[config.mk]
export PLATFORM = sky130hd
export DESIGN_NAME = conv_frame_ctrl_flat
export DESIGN_NICKNAME = d
export VERILOG_FILES = /design/src/rtl/conv_pkg.sv /design/src/rtl/conv_frame_ctrl_if.sv /design/src/rtl/raster_xy_cnt.sv /design/src/rtl/conv_frame_ctrl.sv /design/src/flat_wrapper.sv
export SDC_FILE = /design/constraint.sdc
export NUM_CORES = 1
export LEC_CHECK = 0
export ABC_AREA = 0
export BUFFER_PORTS_ARGS = -buffer_cell sky130_fd_sc_hd__buf_2
export CORE_UTILIZATION = 28
export DETAILED_ROUTE_END_ITERATION = 8
export GPL_ROUTABILITY_DRIVEN = 0
export PLACE_DENSITY_LB_ADDON = 0.3
export SLEW_MARGIN = 15
export SYNTH_ARGS = -nofsm -noshare
export SYNTH_HDL_FRONTEND = slang
export SYNTH_SLANG_ARGS = --single-unit
[constraint.sdc]
create_clock -name clk -period 2.6 [get_ports clk]
set_input_delay 0.52 -clock clk [delete_from_list [all_inputs] [get_ports clk]]
set_output_delay 0.52 -clock clk [all_outputs]
set_load 0.1 [all_outputs]
[src/rtl/conv_pkg.sv]
// Shared types and helpers for the Sobel frame sequencer.
package conv_pkg;

   typedef enum logic [2:0] {IDLE, CLR, RUN, FLUSH, DONE} conv_state_t;

   // Bubble steps needed to push the last row's centres out of the 3x3 window.
   function automatic int unsigned flush_len(input int unsigned img_w);
      return img_w + 1;
   endfunction

endpackage

[src/rtl/conv_frame_ctrl_if.sv]
// Source, filter-step and tagged-output signals between the sequencer and its neighbours.
interface conv_frame_ctrl_if #(
   parameter int unsigned IMG_W = 640,
   parameter int unsigned IMG_H = 480
);
   localparam int unsigned XW = $clog2(IMG_W);
   localparam int unsigned YW = $clog2(IMG_H);

   logic          src_valid;
   logic          src_ready;
   logic          flt_clr;
   logic          flt_step;
   logic          flt_bubble;
   logic          out_valid;
   logic          snk_ready;
   logic [XW-1:0] out_x;
   logic [YW-1:0] out_y;
   logic          out_border;

   modport master (
      input  src_valid, snk_ready,
      output src_ready, flt_clr, flt_step, flt_bubble,
             out_valid, out_x, out_y, out_border
   );

   modport slave (
      output src_valid, snk_ready,
      input  src_ready, flt_clr, flt_step, flt_bubble,
             out_valid, out_x, out_y, out_border
   );
endinterface

[src/rtl/raster_xy_cnt.sv]
// Raster-order (x,y) counter; x wraps at W-1 and carries into y, y wraps at H-1.
module raster_xy_cnt #(
   parameter int unsigned W = 640,
   parameter int unsigned H = 480
) (
   input  logic                 clk,
   input  logic                 rst,
   input  logic                 clr,
   input  logic                 en,
   output logic [$clog2(W)-1:0] x,
   output logic [$clog2(H)-1:0] y,
   output logic                 last_x,
   output logic                 last_y
);
   localparam int unsigned XW = $clog2(W);
   localparam int unsigned YW = $clog2(H);

   assign last_x = (x == XW'(W - 1));
   assign last_y = (y == YW'(H - 1));

   always_ff @(posedge clk) begin
      if (rst || clr) begin
         x <= '0;
         y <= '0;
      end else if (en) begin
         if (last_x) begin
            x <= '0;
            y <= last_y ? '0 : y + YW'(1);
         end else begin
            x <= x + XW'(1);
         end
      end
   end
endmodule

[src/rtl/conv_frame_ctrl.sv]
// Frame sequencer for the 3x3 Sobel filter: steps the window per pixel, flushes the
// line buffers with bubbles, and tags each result with its centre and border flag.
module conv_frame_ctrl
   import conv_pkg::*;
#(
   parameter int unsigned IMG_W = 640,
   parameter int unsigned IMG_H = 480
) (
   input  logic               clk,
   input  logic               rst,
   input  logic               start,
   input  logic               abort,
   output logic               busy,
   output logic               frame_done,
   conv_frame_ctrl_if.master  bus
);
   localparam int unsigned XW        = $clog2(IMG_W);
   localparam int unsigned YW        = $clog2(IMG_H);
   localparam int unsigned FLUSH_LEN = flush_len(IMG_W);
   localparam int unsigned FW        = $clog2(FLUSH_LEN);

   conv_state_t   state;
   logic          out_valid;
   logic [XW-1:0] out_x;
   logic [YW-1:0] out_y;
   logic          out_border;
   logic [FW-1:0] fl_cnt;

   logic [XW-1:0] in_x, cx;
   logic [YW-1:0] in_y, cy;
   logic          in_last_x, in_last_y, c_last_x, c_last_y;
   logic          can_step, step, in_en, produce, cnt_clr, fl_last;

   // Step/handshake decode; the output register is one deep, so a step needs room in it.
   always_comb begin
      can_step = 1'b0;
      step     = 1'b0;
      in_en    = 1'b0;
      produce  = 1'b0;
      cnt_clr  = 1'b0;
      fl_last  = 1'b0;

      can_step = !out_valid || bus.snk_ready;
      in_en    = (state == RUN) && bus.src_valid && can_step;
      step     = in_en || ((state == FLUSH) && can_step);
      // Window centre trails the input by IMG_W+1 steps; every flush step produces.
      produce  = step && ((state == FLUSH) || (in_y > YW'(1)) ||
                          ((in_y == YW'(1)) && (in_x != '0)));
      cnt_clr  = abort || (state == CLR);
      fl_last  = (fl_cnt == FW'(FLUSH_LEN - 1));
   end

   raster_xy_cnt #(.W(IMG_W), .H(IMG_H)) u_in_cnt (
      .clk    (clk),
      .rst    (rst),
      .clr    (cnt_clr),
      .en     (in_en),
      .x      (in_x),
      .y      (in_y),
      .last_x (in_last_x),
      .last_y (in_last_y)
   );

   raster_xy_cnt #(.W(IMG_W), .H(IMG_H)) u_ctr_cnt (
      .clk    (clk),
      .rst    (rst),
      .clr    (cnt_clr),
      .en     (produce),
      .x      (cx),
      .y      (cy),
      .last_x (c_last_x),
      .last_y (c_last_y)
   );

   always_ff @(posedge clk) begin
      if (rst) begin
         state      <= IDLE;
         out_valid  <= 1'b0;
         out_x      <= '0;
         out_y      <= '0;
         out_border <= 1'b0;
         fl_cnt     <= '0;
      end else if (abort) begin
         state     <= IDLE;
         out_valid <= 1'b0;
         fl_cnt    <= '0;
      end else begin
         case (state)
            IDLE:    if (start) state <= CLR;
            CLR: begin
               state  <= RUN;
               fl_cnt <= '0;
            end
            RUN:     if (in_en && in_last_x && in_last_y) state <= FLUSH;
            FLUSH: begin
               if (step) begin
                  if (fl_last) begin
                     state  <= DONE;
                     fl_cnt <= '0;
                  end else begin
                     fl_cnt <= fl_cnt + FW'(1);
                  end
               end
            end
            DONE:    if (!out_valid) state <= IDLE;
            default: state <= IDLE;
         endcase

         // A new result overrides the accepted one in the same cycle.
         if (produce) begin
            out_valid  <= 1'b1;
            out_x      <= cx;
            out_y      <= cy;
            out_border <= (cx == '0) || c_last_x || (cy == '0) || c_last_y;
         end else if (bus.snk_ready) begin
            out_valid <= 1'b0;
         end
      end
   end

   assign busy           = (state != IDLE);
   assign frame_done     = (state == DONE) && !out_valid;
   assign bus.flt_clr    = (state == CLR);
   assign bus.flt_step   = step;
   assign bus.flt_bubble = (state == FLUSH);
   assign bus.src_ready  = (state == RUN) && can_step;
   assign bus.out_valid  = out_valid;
   assign bus.out_x      = out_x;
   assign bus.out_y      = out_y;
   assign bus.out_border = out_border;
endmodule

[src/flat_wrapper.sv]
// flat-port wrapper written by rule: the top's interface ports become plain ports
module conv_frame_ctrl_flat import conv_pkg::*;
#(
   parameter int unsigned IMG_W = 640,
   parameter int unsigned IMG_H = 480
)
  (clk, rst, start, abort, busy, frame_done, bus_src_valid, bus_snk_ready, bus_src_ready, bus_flt_clr, bus_flt_step, bus_flt_bubble, bus_out_valid, bus_out_x, bus_out_y, bus_out_border);
  conv_frame_ctrl_if #(.IMG_W(IMG_W), .IMG_H(IMG_H)) bus_i ();
  input  logic clk;
  input  logic rst;
  input  logic start;
  input  logic abort;
  output logic busy;
  output logic frame_done;
  input wire logic [$bits(bus_i.src_valid)-1:0] bus_src_valid;
  input wire logic [$bits(bus_i.snk_ready)-1:0] bus_snk_ready;
  output wire logic [$bits(bus_i.src_ready)-1:0] bus_src_ready;
  output wire logic [$bits(bus_i.flt_clr)-1:0] bus_flt_clr;
  output wire logic [$bits(bus_i.flt_step)-1:0] bus_flt_step;
  output wire logic [$bits(bus_i.flt_bubble)-1:0] bus_flt_bubble;
  output wire logic [$bits(bus_i.out_valid)-1:0] bus_out_valid;
  output wire logic [$bits(bus_i.out_x)-1:0] bus_out_x;
  output wire logic [$bits(bus_i.out_y)-1:0] bus_out_y;
  output wire logic [$bits(bus_i.out_border)-1:0] bus_out_border;
  assign bus_i.src_valid = bus_src_valid;
  assign bus_i.snk_ready = bus_snk_ready;
  assign bus_src_ready = bus_i.src_ready;
  assign bus_flt_clr = bus_i.flt_clr;
  assign bus_flt_step = bus_i.flt_step;
  assign bus_flt_bubble = bus_i.flt_bubble;
  assign bus_out_valid = bus_i.out_valid;
  assign bus_out_x = bus_i.out_x;
  assign bus_out_y = bus_i.out_y;
  assign bus_out_border = bus_i.out_border;
  conv_frame_ctrl #(.IMG_W(IMG_W), .IMG_H(IMG_H)) u_core (.clk(clk), .rst(rst), .start(start), .abort(abort), .busy(busy), .frame_done(frame_done), .bus(bus_i));
endmodule
==> flow_summary.json <==
{
  "grt-ovfl-total": 0,
  "synthMostInstantiatedCell": "dfxtp_1",
  "synthTopCellsByCount": "dfxtp_1 (72), nor2_1 (62), a21oi_1 (28)",
  "synth_flop_cell": "dfxtp_1",
  "num_antenna_cells": 0,
  "grtUsageTotal": 0.1315,
  "cp-start-kind": "register",
  "cp_slowest_cell": "dfxtp_1",
  "cp-end-kind": "output pin",
  "drtPass1Iterations": 5,
  "cts_buffer_depth": 2,
  "cts_root_buf": "clkbuf_16",
  "grt_max_degree": 25,
  "outcome": "finished, final reports clean",
  "drtAntennaViolNets": 0,
  "crit_family": "flip-flops",
  "syn_nets": 444,
  "fmax_mhz": 413.0,
  "maxSlewViolCount": 0,
  "viasPerCell": 4.876,
  "die_width_um": 116.6,
  "fin_area_mm2": 0.004338,
  "dp_hpwl_um": 5918,
  "clkPwrFrac": 0.514,
  "clock_skew_ns": 0.005117,
  "numClockSinks": 72,
  "setup-tns-final_ns": 0,
  "placed_cell_area_mm2": 0.004030,
  "start_util": 0.2888,
  "io_pins": 33,
  "fin_ws_ns": 0.1786,
  "insertion_delay_ns": 0.33,
  "arrival_ns": 1.90,
  "path_max_fanout": 9,
  "p_int_mw": 1.894,
  "p_comb_frac": 0.030,
  "crit_buf_inv": 1,
  "async_flop_share": 0,
  "finalSetupViolCount": 0,
  "fp.dieH_um": 116.6,
  "switchingPower_mw": 0.5375,
  "hold_viol_final": 0,
  "relSlewSlack": 0.5871,
  "num_vias": 3101,
  "clk_pin_slew_worst_paths_ns": 0.06,
  "cp.required_ns": 2.08,
  "portBuffers": 32,
  "worstMarginPinSlew_ns": 0.6171,
  "crit_path_cell_trace": "nor2_1, nor3_4, clkbuf_4",
  "routed_wl_um": 8319,
  "dieArea_mm2": 0.01359,
  "drc": 0,
  "cts_resized": 0,
  "yosysSeqAreaShare": 0.3922,
  "drive_gt1_frac": 0.1509,
  "synthToLayoutAreaGrowth_pct": 18.05,
  "antenna_found_initial": 0,
  "cap_violations": 0,
  "syn_area_per_cell_um2": 8.586,
  "p_sw_frac": 0.2211,
  "total_power_mw": 2.431,
  "cts_tree": "yes",
  "seqPwrFrac": 0.456,
  "cp_slowest_stage_delay_ns": 0.59,
  "row_count": 41,
  "core_area_mm2": 0.01272,
  "post_cts_buffers": 0,
  "wl_per_cell_um": 13.08,
  "fin_crit_sh": 0.9313,
  "grt_pass1_vias": 2893,
  "synth_area_mm2": 0.003675,
  "syn_inst": 428,
  "ys_ff_latch": 72,
  "yosys.area.top_type": "dfxtp_1",
  "pre_cts_slack_ns": 0.3441,
  "synth_cell_types": 54,
  "min_path_type": "register to register",
  "ys_warn_count": 0,
  "netlist_top_cells_area": "dfxtp_1 (39%), nor2_1 (6.3%), mux2i_1 (5.7%)",
  "power_per_cell_area_mw_per_mm2": 560.5,
  "ir_drop_uv": 395.0,
  "cts_hold_buffers": 0,
  "grt_first_pass_wirelength_um": 14150,
  "h-tree-depth": 3,
  "min_period_ns": 2.421,
  "yosysTopAreaCellShare": 0.3922,
  "grt_setup_unrepaired": "false",
  "leakagePower_nw": 1.680,
  "synth_edf_count": 0,
  "cts_buffers": 9,
  "drt-initial-drc-count": 204,
  "path_class": "register to output pin",
  "nets": 475
}
==> state kept, by name, indices dropped and copies added (netlist names) <==
register / flops
u_core.state: 3
u_core.u_ctr_cnt.y: 9
u_core.bus.out_valid: 1
u_core.bus.out_y: 9
u_core.u_in_cnt.x: 10
u_core.u_ctr_cnt.x: 10
u_core.fl_cnt: 10
u_core.bus.out_border: 1
u_core.u_in_cnt.y: 9
u_core.bus.out_x: 10
==> routing by layer <==
layer  up-vias  routed length (um)  global-route usage
li1       1601                   -                   -
met5         -                   0                   0
met4         0                  11             0.02532
met3         4                 232             0.03114
met1      1450                4095              0.1700
met2        46                3979              0.2233
==> placed cells by master, fill, tap and decap left out, types with 9 or more instances in the layout <==
cell,Yosys,final
ha_1,10,10
or3_1,9,9
xnor2_1,9,9
xor2_1,13,13
dfxtp_1,72,71
nand4_1,18,18
o21ai_0,12,12
nor4_1,10,10
nand2_1,26,26
nand3_1,19,19
buf_2,2,31
a21oi_1,28,28
nor2_1,62,62
mux2i_1,21,21
inv_1,15,15
clkbuf_16,0,9
==> power by group through the flow <==
| stage | Clock [mW] | Combinational (mW) | Sequential (mW) |
|---|---|---|---|
| 2_1_floorplan | 0 | 0.0551 | 1.13 |
| 3_3_place_gp | 0 | 0.0735 | 1.13 |
| 3_5_place_dp | 0 | 0.0738 | 1.13 |
| 4_1_cts | 1.28 | 0.0741 | 1.11 |
| 5_1_grt | 1.33 | 0.0801 | 1.11 |
| 6_report | 1.25 | 0.0734 | 1.11 |
==> logic make-up (layout without fill, tap and decap cells) <==
group | after synthesis | after routing | share of synthesized area
muxes | 21 | 21 | 0.05720
AOI/OAI and AO/OA | 71 | 71 | 0.1178
and+or+nand+nor | 198 | 198 | 0.2986
DFF | 72 | 72 | 0.3922
adders and majority gates | 10 | 10 | 0.03405
buffers and inverters | 34 | 70 | 0.04767
xor gates and xnor gates | 22 | 22 | 0.05244
==> tightest hold or removal path: cells and delay by family, from the launching register on <==
family | cells | cell delay, ns
flops | 1 | 0.31
simple gates | 1 | 0.05
compound gates | 1 | 0.05
==> path summary, 6_finish.rpt <==
| kind | start | to | slack (ns) | cells after the start |
|---|---|---|---|---|
| setup / recovery | u_core.state[0] | bus_flt_step | 0.18 | 3 |
| setup reg to reg | u_core.state[0] | u_core.u_ctr_cnt.x[8] | 0.35 | 6 |
| hold / removal | u_core.bus.out_border | u_core.bus.out_border | 0.45 | 2 |
| hold reg to reg | u_core.bus.out_border | u_core.bus.out_border | 0.45 | 2 |
==> area by class of cell <==
class                   count  area (um^2)
fillers                  1392         8384
multi-input cells         322         2088
flip-flops and latches     72         1445
clock buffers              10        239.0
repair buffers             39        227.7
well taps                 172        215.2
clock inverters             6        66.31
inverters                  15        56.30
==> metrics by stage <==
| step | utilization | std cells | hold slack [ns] |
|---|---|---|---|
| 2_1_floorplan | - | 428 | 0.4234 |
| 3_3_place_gp | 0.3168 | 620 | 0.4435 |
| 3_5_place_dp | 0.3168 | 620 | 0.4450 |
| 4_1_cts | 0.3408 | 636 | 0.4531 |
| 5_1_grt | 0.3410 | 636 | 0.4710 |
| 6_report | 0.3410 | 636 | 0.4500 |
Power figures use the tool's default switching activity.
